**config.mk**
```make
export PLATFORM = sky130hd
export DESIGN_NAME = piso_shift_reader
export DESIGN_NICKNAME = d
export VERILOG_FILES = /design/src/rtl/piso_pkg.sv /design/src/rtl/shift_stage.sv /design/src/rtl/piso_shift_reader.sv
export SDC_FILE = /design/constraint.sdc
export NUM_CORES = 1
export LEC_CHECK = 0
export ABC_CLOCK_PERIOD_IN_PS = 1300
export BUFFER_PORTS_ARGS = -buffer_cell sky130_fd_sc_hd__buf_4
export CAP_MARGIN = 20
export CORE_MARGIN = 5
export CORE_UTILIZATION = 40
export CTS_BUF_LIST = sky130_fd_sc_hd__clkbuf_16
export DETAILED_ROUTE_END_ITERATION = 10
export GPL_TIMING_DRIVEN = 0
export PLACE_DENSITY = 0.77
export SETUP_SLACK_MARGIN = 0.1
export SYNTH_ARGS = -nofsm -noshare
export SYNTH_HDL_FRONTEND = slang
export SYNTH_SLANG_ARGS = --single-unit
```
**constraint.sdc**
```tcl
create_clock -name clk -period 1.3 [get_ports clk]
set_input_delay 0.065 -clock clk [delete_from_list [all_inputs] [get_ports clk]]
set_output_delay 0.065 -clock clk [all_outputs]
set_load 0.01 [all_outputs]
```
**src/rtl/piso_pkg.sv**
```systemverilog
// Shared types and helpers for the parallel-in / serial-out reader.
// Holds the FSM state encoding, the counter-width helper and the bit-order selector.
package piso_pkg;

  typedef enum logic {
    IDLE  = 1'b0,
    SHIFT = 1'b1
  } state_t;

  localparam bit MSB_FIRST = 1'b1;

  // Width of a counter that has to hold values 0 .. w-1, for w >= 2.
  function automatic int cnt_width(input int w);
    return $clog2(w);
  endfunction

endpackage

```
**src/rtl/shift_stage.sv**
```systemverilog
// One bit of the serializer shift register.
// The bit either captures its parallel input or takes its lower neighbour.
module shift_stage (
  input  logic clk,
  input  logic rst,
  input  logic en,
  input  logic load,
  input  logic din_bit,
  input  logic lower_bit,
  output logic q
);

  always_ff @(posedge clk) begin
    if (rst) begin
      q <= 1'b0;
    end else if (en) begin
      q <= load ? din_bit : lower_bit;
    end
  end

endmodule

```
**src/rtl/piso_shift_reader.sv**
```systemverilog
// Captures a WIDTH-bit word in parallel and streams it out MSB first.
// The serial side uses a valid/ready handshake; done pulses once per completed word.
module piso_shift_reader
  import piso_pkg::*;
#(
  parameter int WIDTH = 8
) (
  input  logic             clk,
  input  logic             rst,
  input  logic             load,
  input  logic [WIDTH-1:0] din,
  output logic             ld_ready,
  output logic             sout,
  output logic             sout_valid,
  input  logic             sout_ready,
  output logic             done
);

  localparam int CW      = cnt_width(WIDTH);
  localparam int OUT_BIT = MSB_FIRST ? WIDTH - 1 : 0;

  state_t           state;
  logic [CW-1:0]    cnt;
  logic [WIDTH-1:0] shreg;
  logic             load_acc;
  logic             shift_acc;
  logic             stage_en;

  assign load_acc  = (state == IDLE) && load;
  assign shift_acc = (state == SHIFT) && sout_ready && (cnt != '0);
  assign stage_en  = load_acc || shift_acc;

  // The last bit is not shifted out: the word simply stops being presented.
  for (genvar i = 0; i < WIDTH; i++) begin : g_stage
    logic lower;
    if (i == 0) begin : g_bottom
      assign lower = 1'b0;
    end else begin : g_inner
      assign lower = shreg[i-1];
    end

    shift_stage u_stage (
      .clk       (clk),
      .rst       (rst),
      .en        (stage_en),
      .load      (load_acc),
      .din_bit   (din[i]),
      .lower_bit (lower),
      .q         (shreg[i])
    );
  end

  always_ff @(posedge clk) begin
    if (rst) begin
      state <= IDLE;
      cnt   <= '0;
      done  <= 1'b0;
    end else begin
      done <= 1'b0;
      case (state)
        IDLE: begin
          if (load) begin
            cnt   <= CW'(WIDTH - 1);
            state <= SHIFT;
          end
        end
        SHIFT: begin
          if (sout_ready) begin
            if (cnt != '0) begin
              cnt <= cnt - 1'b1;
            end else begin
              state <= IDLE;
              done  <= 1'b1;
            end
          end
        end
        default: state <= IDLE;
      endcase
    end
  end

  // shreg keeps the final word contents in IDLE, so sout is gated by state.
  assign ld_ready   = (state == IDLE);
  assign sout_valid = (state == SHIFT);
  assign sout       = (state == SHIFT) && shreg[OUT_BIT];

endmodule

```
==> results of run 1 <==
## power by group
part / internal, mW / leakage, nW / switching, mW
sequential: 0.441 / 0.108 / 0.0297
combinational: 0.161 / 0.257 / 0.153
clock: 0.405 / 0.0423 / 0.167
## flip-flops by register name, summed over array words and instances (netlist names)
name / flops
sout_valid: 1
done: 1
cnt: 3
g_stage.u_stage.q: 8
## per-stage QoR
stage / setup slack, ns / cells
after global routing: -0.09527 / 106
final: -0.05500 / 106
after floorplan: 0.04941 / 67
after CTS: -0.007491 / 105
after detailed placement: -0.02916 / 98
after global placement: -0.02378 / 98
## kinds of logic (layout without fill, tap and decap cells)
kind of cell             count (synthesis)  count (layout)  share of synthesized area
adder cells (fa/ha/maj)                  2               2                    0.03745
buffers and inverters                   10              33                    0.07865
AND/OR/NAND/NOR                         22              22                     0.2229
AO/OA/AOI/OAI                           20              20                     0.2715
flip-flops                              13              13                     0.3895
## cell type report
class	instances	area, um^2	share of cell area
Clock buffer	3	75.07	0.07634
Inverter	7	26.28	0.02672
Buffer	3	26.28	0.02672
Sequential cell	13	262.8	0.2672
Timing Repair Buffer	19	142.6	0.1450
Clock inverter	1	3.754	0.003817
Multi-Input combinational cell	44	426.7	0.4338
Tap cell	16	20.02	0.02036
## final timing paths
kind                                                        start                           endpoint  slack, ns  cells after the start
worst min register to register  g_stage[0].u_stage.q$_SDFFE_PP0P_  g_stage[0].u_stage.q$_SDFFE_PP0P_       0.51                      2
worst min-delay path                                          rst  g_stage[1].u_stage.q$_SDFFE_PP0P_       0.04                      2
worst max-delay path                          cnt[0]$_SDFFE_PP0P_  g_stage[2].u_stage.q$_SDFFE_PP0P_      -0.05                      5
worst max register to register                cnt[0]$_SDFFE_PP0P_  g_stage[2].u_stage.q$_SDFFE_PP0P_      -0.05                      5
## worst max-delay path, cell delays in order, from the launching register on
cell,delay (ns)
sky130_fd_sc_hd__dfxtp_2,0.33
sky130_fd_sc_hd__inv_2,0.05
sky130_fd_sc_hd__ha_4,0.16
sky130_fd_sc_hd__or2b_4,0.22
sky130_fd_sc_hd__nand3_4,0.15
sky130_fd_sc_hd__o221a_4,0.32
## layout by cell type, fill, tap and decap left out, drive strengths merged, types with 2 or more instances in the layout
cell type,Yosys,routed
a2111oi,3,3
a21oi,5,5
a311oi,2,2
buf,2,21
clkbuf,1,4
dfxtp,13,13
ha,2,2
inv,7,8
nand2,2,2
nor2,7,7
nor2b,2,2
nor3,5,5
o221a,4,4
## per-layer routing
| layer | up-vias | share of wire | wire, um |
|---|---|---|---|
| met1 | 287 | 0.40 | 698 |
| li1 | 295 | - | - |
| met4 | 0 | 0.0069 | 12 |
| met2 | 17 | 0.54 | 937 |
| met3 | 2 | 0.048 | 83 |
| met5 | - | 0 | 0 |
## what timing repair did
| action | 4_1_cts | 5_1_grt |
|---|---|---|
| hold buffers | 0 | 0 |
| pin swaps | 3 | 3 |
| gates resized for setup | 2 | 6 |
| endpoints found under the setup margin | 10 | 12 |
| buffers inserted | 3 | 1 |
==> metrics.log, run 1 <==
[metrics] Max H-tree Level: 1
[metrics] Initial Util: 0.4334
[metrics] startpoint type of the worst setup path: register
[metrics] maximum buffer depth of the clock tree: 2
[metrics] CTS clk-pin slew, worst paths: 0.05 ns
[metrics] GR Util met2: 0.2128
[metrics] I/O Pins: 16
[metrics] global routing usage on met3: 0.03488
[metrics] total leakage power: roughly 0.41 nW
[metrics] Max Transition Viols Final: 0
[metrics] maximum fanout along the worst path: 8
[metrics] largest net degree at the start of global routing: 11
[metrics] number of DRC markers in iteration 0: 13
[metrics] worst path arrival time: 1.48 ns
[metrics] status: finished with violations
[metrics] max-cap check violation count: 0
[metrics] Remaining Overflow, GRT: 0
[metrics] Cell variety after synth: 28
[metrics] total length of routed wires: 1731 um
[metrics] Fin. Hold Viols: 0
[metrics] setup tns final: -0.2774 ns
[metrics] Worst Setup Slack, final: -0.05500 ns
[metrics] first-pass GRT wire length: ~2600 um
[metrics] die span in y: 50.87 um
[metrics] clock tree skew after final layout: 0.003839 ns
[metrics] vias post-DR: around 600
[metrics] CTS tree: yes
[metrics] count of fill cells added during filler insertion: roughly 130
[metrics] end-of-flow core utilization: 0.6380
[metrics] worst hold-check path type: in2reg
[metrics] share of layout cells above drive strength 1: 0.5333
[metrics] top-count cell post-synth: sky130_fd_sc_hd__dfxtp_1
[metrics] Final Setup Violations: 9
[metrics] Post-DP HPWL: slightly above 1000 um
[metrics] largest voltage drop on the vdd net: 0.7282 mV
[metrics] Pwr per Cell Area: approximately 1400 mW/mm^2
[metrics] timing-limited maximum frequency: 738.0 MHz
[metrics] final antenna-violating net count: 0
[metrics] normalized max-slew margin: 0.5947
[metrics] synthesis-stage register bit count: 13
[metrics] TritonRoute pass-1 iters: 4
[metrics] kind of end point of the critical path: register
[metrics] Die W: around 51 um
[metrics] cell types with the largest area share after synthesis: sky130_fd_sc_hd__dfxtp_1, sky130_fd_sc_hd__a2111oi_2, sky130_fd_sc_hd__o221a_2
[metrics] unrepaired setup endpoints after global routing: true
[metrics] standard-cell row count: 14
[metrics] Req. time, crit path: 1.43 ns
[metrics] Post-Synthesis Net Count: 81
[metrics] Synth Warn #: 0
[metrics] fraction of synthesized cell area taken by the top area cell type: 0.3895
[metrics] via density per instance: 5.670
[metrics] leading cell types by count after synthesis: sky130_fd_sc_hd__dfxtp_1, sky130_fd_sc_hd__inv_1, sky130_fd_sc_hd__a21oi_1, sky130_fd_sc_hd__nor3_1
[metrics] leading register cell type out of synthesis: sky130_fd_sc_hd__dfxtp_1
[metrics] violations in the final reports: setup timing
[metrics] Total Power: ~1.4 mW
[metrics] routing usage on met1: 0.1563
[metrics] post-route minimum period: 1.355 ns
[metrics] total clock sinks: 13
[metrics] final net count: about 110
[metrics] count of inserted antenna diode cells: 0
[metrics] total track usage: 0.1320
[metrics] summed instance area of the synthesized netlist: 668.1 um^2
[metrics] core area: between 0.0015 and 0.002 mm^2
[metrics] most used routing layer in global routing: met2
[metrics] cell at the root of the clock tree: sky130_fd_sc_hd__clkbuf_16
[metrics] Avg Synthesized Cell Area: between 9 and 10 um^2
[metrics] Placer Congestion: approximately 0.79
[metrics] Layout Cell Area excl Fill: 983.4 um^2
[metrics] portion of the post-synthesis area used by sequential elements: 0.3895
[metrics] wire length per cell: 16.33 um
[metrics] final critical-path share of the clock period: 1.042
[metrics] slew at the pin closest to its max-slew limit: 0.6079 ns
[metrics] clock latency on the worst-skew pair: around 0.24 ns
[metrics] DIE AREA: 0.002588 mm^2
[metrics] number of antenna violations at the first check in global routing: 0
[metrics] number of synthesized flops with an enable pin: 0
[metrics] DRC errors left: 0
[metrics] layout overhead on the synthesized area: 47.19%
[metrics] class of the most critical setup path: reg2reg
[metrics] total CTS buffers: 3
[metrics] fraction of registers with async set or reset after synthesis: 0
[metrics] most area-hungry cell type in the Yosys netlist: sky130_fd_sc_hd__dfxtp_1
[metrics] post-detailed-placement cell area: 814.5 um^2
[metrics] Synth Instances: 67
[metrics] final hold slack: 0.04194 ns
[metrics] via count of the first global-routing pass: between 500 and 600
[metrics] count of input and output buffers: 15
Note: power is estimated with default switching activity, not from simulation.
==> run 2: changes to the inputs <==
--- a/config.mk
+++ b/config.mk
@@ -6,7 +6,7 @@
 export NUM_CORES = 1
 export LEC_CHECK = 0
 export ABC_CLOCK_PERIOD_IN_PS = 1300
-export BUFFER_PORTS_ARGS = -buffer_cell sky130_fd_sc_hd__buf_4
+export BUFFER_PORTS_ARGS = -buffer_cell sky130_fd_sc_hd__buf_2
 export CAP_MARGIN = 20
 export CORE_MARGIN = 5
 export CORE_UTILIZATION = 40
==> run 2 against run 1 <==
The run still ends with setup timing left. Clock skew fell by 0.00069 ns. Via count rose by 4.0%. Routed wire length rose by 0.64%. Fmax rose by 1.9%. Setup slack improved by 0.026 ns. Cell count rose by 1.9%. Combinational power fell by 3%. Sequential share of layout area rose by 0.70 points. Hold slack improved by 0.034 ns. Utilization fell by 1.6 points. Critical path depth did not move. Largest power group unchanged. Highest routed layer unchanged.
==> metrics.log, run 2 (synthesized netlist as in run 1, its figures left out) <==
[metrics] DRC errors left: 0 (unchanged)
[metrics] total track usage: 0.1297 (was 0.1320)
[metrics] global routing usage on met3: 0.03488 (unchanged)
[metrics] Top reg by flops: g_stage.u_stage.q (unchanged)
[metrics] unrepaired setup endpoints after global routing: true (unchanged)
[metrics] clock share of power: 0.421 (was 0.422)
[metrics] total leakage power: 0.4113 nW (was 0.4078 nW)
[metrics] Fin. Hold Viols: 0 (unchanged)
[metrics] internal power contribution: 997.8 uW (was 1.007 mW)
[metrics] worst path arrival time: 1.47 ns (was 1.48 ns)
[metrics] core area: 0.001541 mm^2 (unchanged)
[metrics] final antenna-violating net count: 0 (unchanged)
[metrics] end-of-flow core utilization: 0.6218 (was 0.6380)
[metrics] total CTS buffers: 3 (unchanged)
[metrics] count of input and output buffers: 15 (unchanged)
[metrics] routing usage on met1: 0.1637 (was 0.1563)
[metrics] largest voltage drop on the vdd net: 0.8353 mV (was 0.7282 mV)
[metrics] kind of end point of the critical path: register (unchanged)
[metrics] slew at the pin closest to its max-slew limit: 0.6252 ns (was 0.6079 ns)
[metrics] count of inserted antenna diode cells: 0 (unchanged)
[metrics] post-detailed-placement cell area: 777.0 um^2 (was 814.5 um^2)
[metrics] Initial Util: 0.4334 (unchanged)
[metrics] class of the most critical setup path: reg2reg (unchanged)
[metrics] total clock sinks: 13 (unchanged)
[metrics] Final Setup Violations: 7 (was 9)
[metrics] Layout Cell Area excl Fill: 958.4 um^2 (was 983.4 um^2)
[metrics] Remaining Overflow, GRT: 0 (unchanged)
[metrics] worst slack at placement: -0.02062 ns (was -0.02916 ns)
[metrics] I/O Pins: 16 (unchanged)
[metrics] max reg flops: 8 (unchanged)
[metrics] clock latency on the worst-skew pair: 0.24 ns (about the same)
[metrics] final critical-path share of the clock period: 1.022 (was 1.042)
[metrics] most common cell after layout, fill and taps aside: sky130_fd_sc_hd__buf_2 (was sky130_fd_sc_hd__buf_4)
[metrics] Max Transition Viols Final: 0 (unchanged)
[metrics] worst hold-check path type: in2reg (unchanged)
[metrics] share of total power consumed by net switching: 0.2575 (was 0.2578)
[metrics] maximum buffer depth of the clock tree: 2 (unchanged)
[metrics] CTS tree: yes (unchanged)
[metrics] final hold slack: 0.07547 ns (was 0.04194 ns)
[metrics] area of all sequential standard cells: 262.8 um^2 (unchanged)
[metrics] NetSw: 346.1 uW (was 349.9 uW)
[metrics] count of fill cells added during filler insertion: 121 (was 132)
[metrics] clock tree skew after final layout: 0.003149 ns (was 0.003839 ns)
[metrics] largest net degree at the start of global routing: 11 (unchanged)
[metrics] wire length per cell: 16.13 um (was 16.33 um)
[metrics] via density per instance: 5.787 (was 5.670)
[metrics] Post-CTS Hold Fix Bufs: 0 (unchanged)
[metrics] setup tns final: -0.1574 ns (was -0.2774 ns)
[metrics] number of antenna violations at the first check in global routing: 0 (unchanged)
[metrics] DIE AREA: 0.002588 mm^2 (unchanged)
[metrics] relative contribution of combinational cells to total power: 0.228 (was 0.231)
[metrics] GR Util met2: 0.1921 (was 0.2128)
[metrics] Post-DP HPWL: 1044 um (was 1021 um)
[metrics] sequential share of power: 0.351 (was 0.347)
[metrics] Worst Setup Slack, final: -0.02919 ns (was -0.05500 ns)
[metrics] status: finished with violations (unchanged)
[metrics] Max H-tree Level: 1 (unchanged)
[metrics] Pwr per Cell Area: 1402 mW/mm^2 (was 1380 mW/mm^2)
[metrics] TritonRoute pass-1 iters: 4 (unchanged)
[metrics] timing-limited maximum frequency: 752.3 MHz (was 738.0 MHz)
[metrics] most used routing layer in global routing: met2 (unchanged)
[metrics] post-route minimum period: 1.329 ns (was 1.355 ns)
[metrics] standard-cell row count: 14 (unchanged)
[metrics] cell at the root of the clock tree: sky130_fd_sc_hd__clkbuf_16 (unchanged)
[metrics] commonest cells after routing, fill and taps aside: sky130_fd_sc_hd__buf_2, sky130_fd_sc_hd__dfxtp_1, sky130_fd_sc_hd__inv_1, sky130_fd_sc_hd__buf_4, sky130_fd_sc_hd__a21oi_1 (was sky130_fd_sc_hd__buf_4, sky130_fd_sc_hd__dfxtp_1, sky130_fd_sc_hd__inv_1)
[metrics] largest registers ranked by flip-flop count: g_stage.u_stage.q: 8 flops, cnt: 3 flops (unchanged)
[metrics] share of layout cells above drive strength 1: 0.5435 (was 0.5333)
[metrics] CTS clk-pin slew, worst paths: 0.05 ns (about the same)
[metrics] number of DRC markers in iteration 0: 15 (was 13)
[metrics] final net count: 107 (was 105)
[metrics] layout overhead on the synthesized area: 43.45% (was 47.19%)
[metrics] vias post-DR: 625 (was 601)
[metrics] Placer Congestion: 0.7779 (was 0.7895)
[metrics] Die W: 50.87 um (unchanged)
[metrics] max-cap check violation count: 0 (unchanged)
[metrics] via count of the first global-routing pass: 582 (was 589)
[metrics] maximum fanout along the worst path: 8 (unchanged)
[metrics] die span in y: 50.87 um (unchanged)
[metrics] startpoint type of the worst setup path: register (unchanged)
[metrics] violations in the final reports: setup timing (unchanged)
[metrics] instance count along the most critical hold path: 3 (was 2)
[metrics] area occupied by multi-input gates: 424.2 um^2 (was 426.7 um^2)
[metrics] normalized max-slew margin: 0.5832 (was 0.5947)
[metrics] total length of routed wires: 1742 um (was 1731 um)
[metrics] Req. time, crit path: 1.44 ns (was 1.43 ns)
[metrics] Worst Reg-to-Reg Cells: 5 (unchanged)
[metrics] first-pass GRT wire length: 2628 um (was 2622 um)
-- run 2: final timing paths --
| check | from | endpoint | slack [ns] |
|---|---|---|---|
| setup reg to reg | cnt[0]$_SDFFE_PP0P_ | g_stage[5].u_stage.q$_SDFFE_PP0P_ | -0.03 |
| setup / recovery | cnt[0]$_SDFFE_PP0P_ | g_stage[5].u_stage.q$_SDFFE_PP0P_ | -0.03 |
| hold / removal | din[0] | g_stage[0].u_stage.q$_SDFFE_PP0P_ | 0.08 |
| hold reg to reg | g_stage[0].u_stage.q$_SDFFE_PP0P_ | g_stage[0].u_stage.q$_SDFFE_PP0P_ | 0.51 |
-- run 2: per-stage QoR --
step                cells  total power, mW
floorplan              67           0.6416
global placement       98           0.6976
CTS                   105            1.304
finish                108            1.344
detailed placement     98           0.7049
global route          108            1.398
-- run 2: power groups by stage --
stage               Sequential [mW]  Clock, mW  Combinational [mW]
floorplan                     0.470          0               0.172
global placement              0.472          0               0.226
detailed placement            0.474          0               0.231
CTS                           0.470      0.564               0.270
global route                  0.475      0.591               0.333
finish                        0.471      0.566               0.306
-- run 2: repair_timing --
action	4_1_cts	5_1_grt
cloned	0	0
endpoints found under the setup margin	10	12
gates resized for setup	4	4
pin swaps	3	2
setup buffers	3	3
-- run 2: critical path, stage by stage, from the launching register on --
cell and delay, ns:
sky130_fd_sc_hd__dfxtp_2 0.34, sky130_fd_sc_hd__inv_2 0.05, sky130_fd_sc_hd__ha_4 0.15, sky130_fd_sc_hd__or2b_4 0.22
sky130_fd_sc_hd__nand3_4 0.14, sky130_fd_sc_hd__a2111oi_4 0.32
-- run 2: cell type report --
class / instances / share of cell area
plain buffers: 3 / 0.02742
clock buffers: 3 / 0.07833
clock inverters: 1 / 0.003916
inverters: 7 / 0.02742
multi-input cells: 44 / 0.4426
flip-flops and latches: 13 / 0.2742
well taps: 16 / 0.02089
repair buffers: 21 / 0.1253
-- run 2: routing by layer --
layer  part of all wire  routed length [um]  up-vias
li1                   -                   -      296
met1               0.41                 714      292
met2               0.49                 857       31
met3              0.069                 120        6
met4              0.029                  51        0
met5                  0                   0        -
==> run 3: changes to the inputs <==
--- a/config.mk
+++ b/config.mk
@@ -5,7 +5,7 @@
 export SDC_FILE = /design/constraint.sdc
 export NUM_CORES = 1
 export LEC_CHECK = 0
-export ABC_CLOCK_PERIOD_IN_PS = 1300
+export ABC_CLOCK_PERIOD_IN_PS = 1500
 export BUFFER_PORTS_ARGS = -buffer_cell sky130_fd_sc_hd__buf_2
 export CAP_MARGIN = 20
 export CORE_MARGIN = 5
@@ -13,7 +13,7 @@
 export CTS_BUF_LIST = sky130_fd_sc_hd__clkbuf_16
 export DETAILED_ROUTE_END_ITERATION = 10
 export GPL_TIMING_DRIVEN = 0
-export PLACE_DENSITY = 0.77
+export PLACE_DENSITY = 0.74
 export SETUP_SLACK_MARGIN = 0.1
 export SYNTH_ARGS = -nofsm -noshare
 export SYNTH_HDL_FRONTEND = slang
==> constraint.sdc (replaced) <==
create_clock -name clk -period 1.5 [get_ports clk]
set_input_delay 0.075 -clock clk [delete_from_list [all_inputs] [get_ports clk]]
set_output_delay 0.075 -clock clk [all_outputs]
set_load 0.01 [all_outputs]
==> run 3 against run 2 <==
The flow now finishes without violations. Non-clock buffer count fell by 2. Cell count fell by 1.9%. Largest cell class unchanged. Hold slack got worse by 0.0053 ns. Die area did not move.
==> metrics.log, run 3 (synthesized netlist as in run 1, its figures left out) <==
[metrics] total length of routed wires: 1701 um (was 1742 um)
[metrics] worst path arrival time: 1.54 ns (was 1.47 ns)
[metrics] clock share of power: 0.432 (was 0.421)
[metrics] CTS tree: yes (unchanged)
[metrics] Hold EP: g_stage[0].u_stage.q$_SDFFE_PP0P_ (unchanged)
[metrics] Remaining Overflow, GRT: 0 (unchanged)
[metrics] instance count along the most critical hold path: 3 (unchanged)
[metrics] DRC errors left: 0 (unchanged)
[metrics] Req. time, crit path: 1.63 ns (was 1.44 ns)
[metrics] Worst Reg-to-Reg Cells: 5 (unchanged)
[metrics] TritonRoute pass-1 iters: 4 (unchanged)
[metrics] Initial Util: 0.4334 (unchanged)
[metrics] kind of end point of the critical path: register (unchanged)
[metrics] I/O Pins: 16 (unchanged)
[metrics] maximum buffer depth of the clock tree: 2 (unchanged)
[metrics] setup tns final: 0 ns (was -0.1574 ns)
[metrics] global routing usage on met3: 0.06686 (was 0.03488)
[metrics] final hold slack: 0.07016 ns (was 0.07547 ns)
[metrics] r2r startpoint: cnt[1]$_SDFFE_PP0P_ (was cnt[0]$_SDFFE_PP0P_)
[metrics] via density per instance: 5.811 (was 5.787)
[metrics] Top reg by flops: g_stage.u_stage.q (unchanged)
[metrics] cell at the root of the clock tree: sky130_fd_sc_hd__clkbuf_16 (unchanged)
[metrics] critical register-to-register path endpoint: g_stage[2].u_stage.q$_SDFFE_PP0P_ (was g_stage[5].u_stage.q$_SDFFE_PP0P_)
[metrics] area of all sequential standard cells: 262.8 um^2 (unchanged)
[metrics] Critical path origin: cnt[1]$_SDFFE_PP0P_ (was cnt[0]$_SDFFE_PP0P_)
[metrics] slack of the worst reg-to-reg path: 0.1 ns (was -0.03 ns)
[metrics] share of total power consumed by net switching: 0.2657 (was 0.2575)
[metrics] Pwr per Cell Area: 1245 mW/mm^2 (was 1402 mW/mm^2)
[metrics] routing usage on met1: 0.1133 (was 0.1637)
[metrics] number of DRC markers in iteration 0: 7 (was 15)
[metrics] first-pass GRT wire length: 2228 um (was 2628 um)
[metrics] max-cap check violation count: 0 (unchanged)
[metrics] relative contribution of combinational cells to total power: 0.222 (was 0.228)
[metrics] area occupied by multi-input gates: 424.2 um^2 (unchanged)
[metrics] NetSw: 312.1 uW (was 346.1 uW)
[metrics] largest registers ranked by flip-flop count: g_stage.u_stage.q: 8 flops, cnt: 3 flops (unchanged)
[metrics] Max H-tree Level: 1 (unchanged)
[metrics] slew at the pin closest to its max-slew limit: 0.5842 ns (was 0.6252 ns)
[metrics] internal power contribution: 862.6 uW (was 997.8 uW)
[metrics] CTS clk-pin slew, worst paths: 0.04 ns (was 0.05 ns)
[metrics] post-detailed-placement cell area: 763.2 um^2 (was 777.0 um^2)
[metrics] share of layout cells above drive strength 1: 0.5444 (was 0.5435)
[metrics] post-route minimum period: 1.402 ns (was 1.329 ns)
[metrics] Post-DP HPWL: 949.2 um (was 1044 um)
[metrics] vias post-DR: 616 (was 625)
[metrics] count of inserted antenna diode cells: 0 (unchanged)
[metrics] status: finished clean (was finished with violations)
[metrics] total CTS buffers: 3 (unchanged)
[metrics] worst min-delay path startpoint: din[0] (unchanged)
[metrics] Die W: 50.87 um (unchanged)
[metrics] standard-cell row count: 14 (unchanged)
[metrics] total track usage: 0.1163 (was 0.1297)
[metrics] largest net degree at the start of global routing: 11 (unchanged)
[metrics] GR Util met2: 0.1818 (was 0.1921)
[metrics] Fin. Hold Viols: 0 (unchanged)
[metrics] Placer Congestion: 0.6950 (was 0.7779)
[metrics] commonest cells after routing, fill and taps aside: sky130_fd_sc_hd__buf_2, sky130_fd_sc_hd__dfxtp_1, sky130_fd_sc_hd__inv_1 (was sky130_fd_sc_hd__buf_2, sky130_fd_sc_hd__dfxtp_1, sky130_fd_sc_hd__inv_1, sky130_fd_sc_hd__buf_4, sky130_fd_sc_hd__a21oi_1)
[metrics] Post-CTS Hold Fix Bufs: 0 (unchanged)
[metrics] class of the most critical setup path: reg2reg (unchanged)
[metrics] most common cell after layout, fill and taps aside: sky130_fd_sc_hd__buf_2 (unchanged)
[metrics] Max Transition Viols Final: 0 (unchanged)
[metrics] Final Setup Violations: 0 (was 7)
[metrics] total clock sinks: 13 (unchanged)
[metrics] unrepaired setup endpoints after global routing: true (unchanged)
[metrics] via count of the first global-routing pass: 524 (was 582)
[metrics] largest voltage drop on the vdd net: 0.7898 mV (was 0.8353 mV)
[metrics] most used routing layer in global routing: met2 (unchanged)
[metrics] wire length per cell: 16.05 um (was 16.13 um)
[metrics] core area: 0.001541 mm^2 (unchanged)
[metrics] layout overhead on the synthesized area: 41.20% (was 43.45%)
[metrics] final antenna-violating net count: 0 (unchanged)
[metrics] normalized max-slew margin: 0.6106 (was 0.5832)
[metrics] die span in y: 50.87 um (unchanged)
[metrics] DIE AREA: 0.002588 mm^2 (unchanged)
[metrics] clock tree skew after final layout: 0.002178 ns (was 0.003149 ns)
[metrics] maximum fanout along the worst path: 6 (was 8)
[metrics] total leakage power: 0.3941 nW (was 0.4113 nW)
[metrics] timing-limited maximum frequency: 713.2 MHz (was 752.3 MHz)
[metrics] final critical-path share of the clock period: 0.9348 (was 1.022)
[metrics] max reg flops: 8 (unchanged)
[metrics] number of antenna violations at the first check in global routing: 0 (unchanged)
[metrics] worst hold-check path type: in2reg (unchanged)
[metrics] final net count: 105 (was 107)
[metrics] count of input and output buffers: 15 (unchanged)
[metrics] sequential share of power: 0.345 (was 0.351)
[metrics] clock latency on the worst-skew pair: 0.25 ns (was 0.24 ns)
[metrics] Layout Cell Area excl Fill: 943.4 um^2 (was 958.4 um^2)
[metrics] startpoint type of the worst setup path: register (unchanged)
[metrics] count of fill cells added during filler insertion: 131 (was 121)
[run 3: cell count changes in the layout (fill, tap and decap cells not counted)]
cell                        previous run  this run
sky130_fd_sc_hd__a2111oi_2             1         0
sky130_fd_sc_hd__a2111oi_4             2         3
sky130_fd_sc_hd__a311oi_1              2         0
sky130_fd_sc_hd__a311oi_2              0         2
sky130_fd_sc_hd__buf_4                 6         4
sky130_fd_sc_hd__nor2b_2               0         1
sky130_fd_sc_hd__nor2b_4               2         1
sky130_fd_sc_hd__nor3_1                4         5
sky130_fd_sc_hd__nor3_4                1         0
sky130_fd_sc_hd__o221a_2               3         4
sky130_fd_sc_hd__o221a_4               1         0
[run 3: worst max path at each step]
| stage | end | slack [ns] | depth (start not counted) |
|---|---|---|---|
| floorplan | g_stage[3].u_stage.q$_SDFFE_PP0P_ | 0.19 | 5 |
| global placement | g_stage[2].u_stage.q$_SDFFE_PP0P_ | 0.1 | 5 |
| detailed placement | g_stage[7].u_stage.q$_SDFFE_PP0P_ | 0.08 | 5 |
| CTS | g_stage[1].u_stage.q$_SDFFE_PP0P_ | 0.11 | 5 |
| global route | g_stage[2].u_stage.q$_SDFFE_PP0P_ | 0.02 | 5 |
| finish | g_stage[2].u_stage.q$_SDFFE_PP0P_ | 0.1 | 5 |
[run 3: worst max-delay path: stages (launching register included)]
cell and delay, ns:
sky130_fd_sc_hd__dfxtp_2 0.31, sky130_fd_sc_hd__inv_2 0.09, sky130_fd_sc_hd__ha_4 0.14, sky130_fd_sc_hd__nor2b_2 0.32
sky130_fd_sc_hd__o21ai_2 0.17, sky130_fd_sc_hd__o221a_2 0.27
[run 3: per-stage QoR]
step / utilization / total power, mW / cells / setup slack, ns
finish: 0.6120 / 1.175 / 106 / 0.09784
global route: 0.6120 / 1.218 / 106 / 0.02456
CTS: 0.5601 / 1.121 / 103 / 0.1069
detailed placement: 0.4951 / 0.5994 / 98 / 0.08125
global placement: 0.4951 / 0.5965 / 98 / 0.09840
floorplan: - / 0.5488 / 67 / 0.1894
[run 3: power by group through the flow]
stage | logic [mW] | clock network, mW | registers, mW
after floorplan | 0.144 | 0 | 0.405
after global placement | 0.189 | 0 | 0.408
after detailed placement | 0.191 | 0 | 0.408
after CTS | 0.206 | 0.512 | 0.403
after global routing | 0.280 | 0.528 | 0.409
final | 0.261 | 0.508 | 0.406
[run 3: layout make-up]
| class | instances | share of cell area |
|---|---|---|
| multi-input cells | 44 | 0.4496 |
| flip-flops and latches | 13 | 0.2785 |
| repair buffers | 19 | 0.1114 |
| clock buffers | 3 | 0.07958 |
| plain buffers | 3 | 0.02785 |
| inverters | 7 | 0.02785 |
| well taps | 16 | 0.02122 |
| clock inverters | 1 | 0.003979 |
[run 3: layer usage]
layer | share of wire | routed length (um)
met3 | 0.077 | 131
met4 | 0.0082 | 14
met5 | 0 | 0
met2 | 0.52 | 889
met1 | 0.39 | 667
[run 3: timing repair]
| action | 4_1_cts | 5_1_grt |
|---|---|---|
| gates cloned | 0 | 0 |
| setup buffers | 1 | 3 |
| pin swaps | 1 | 4 |
| gates resized for setup | 2 | 10 |
| endpoints found under the hold margin | 0 | 0 |
| setup endpoints to repair | 8 | 8 |
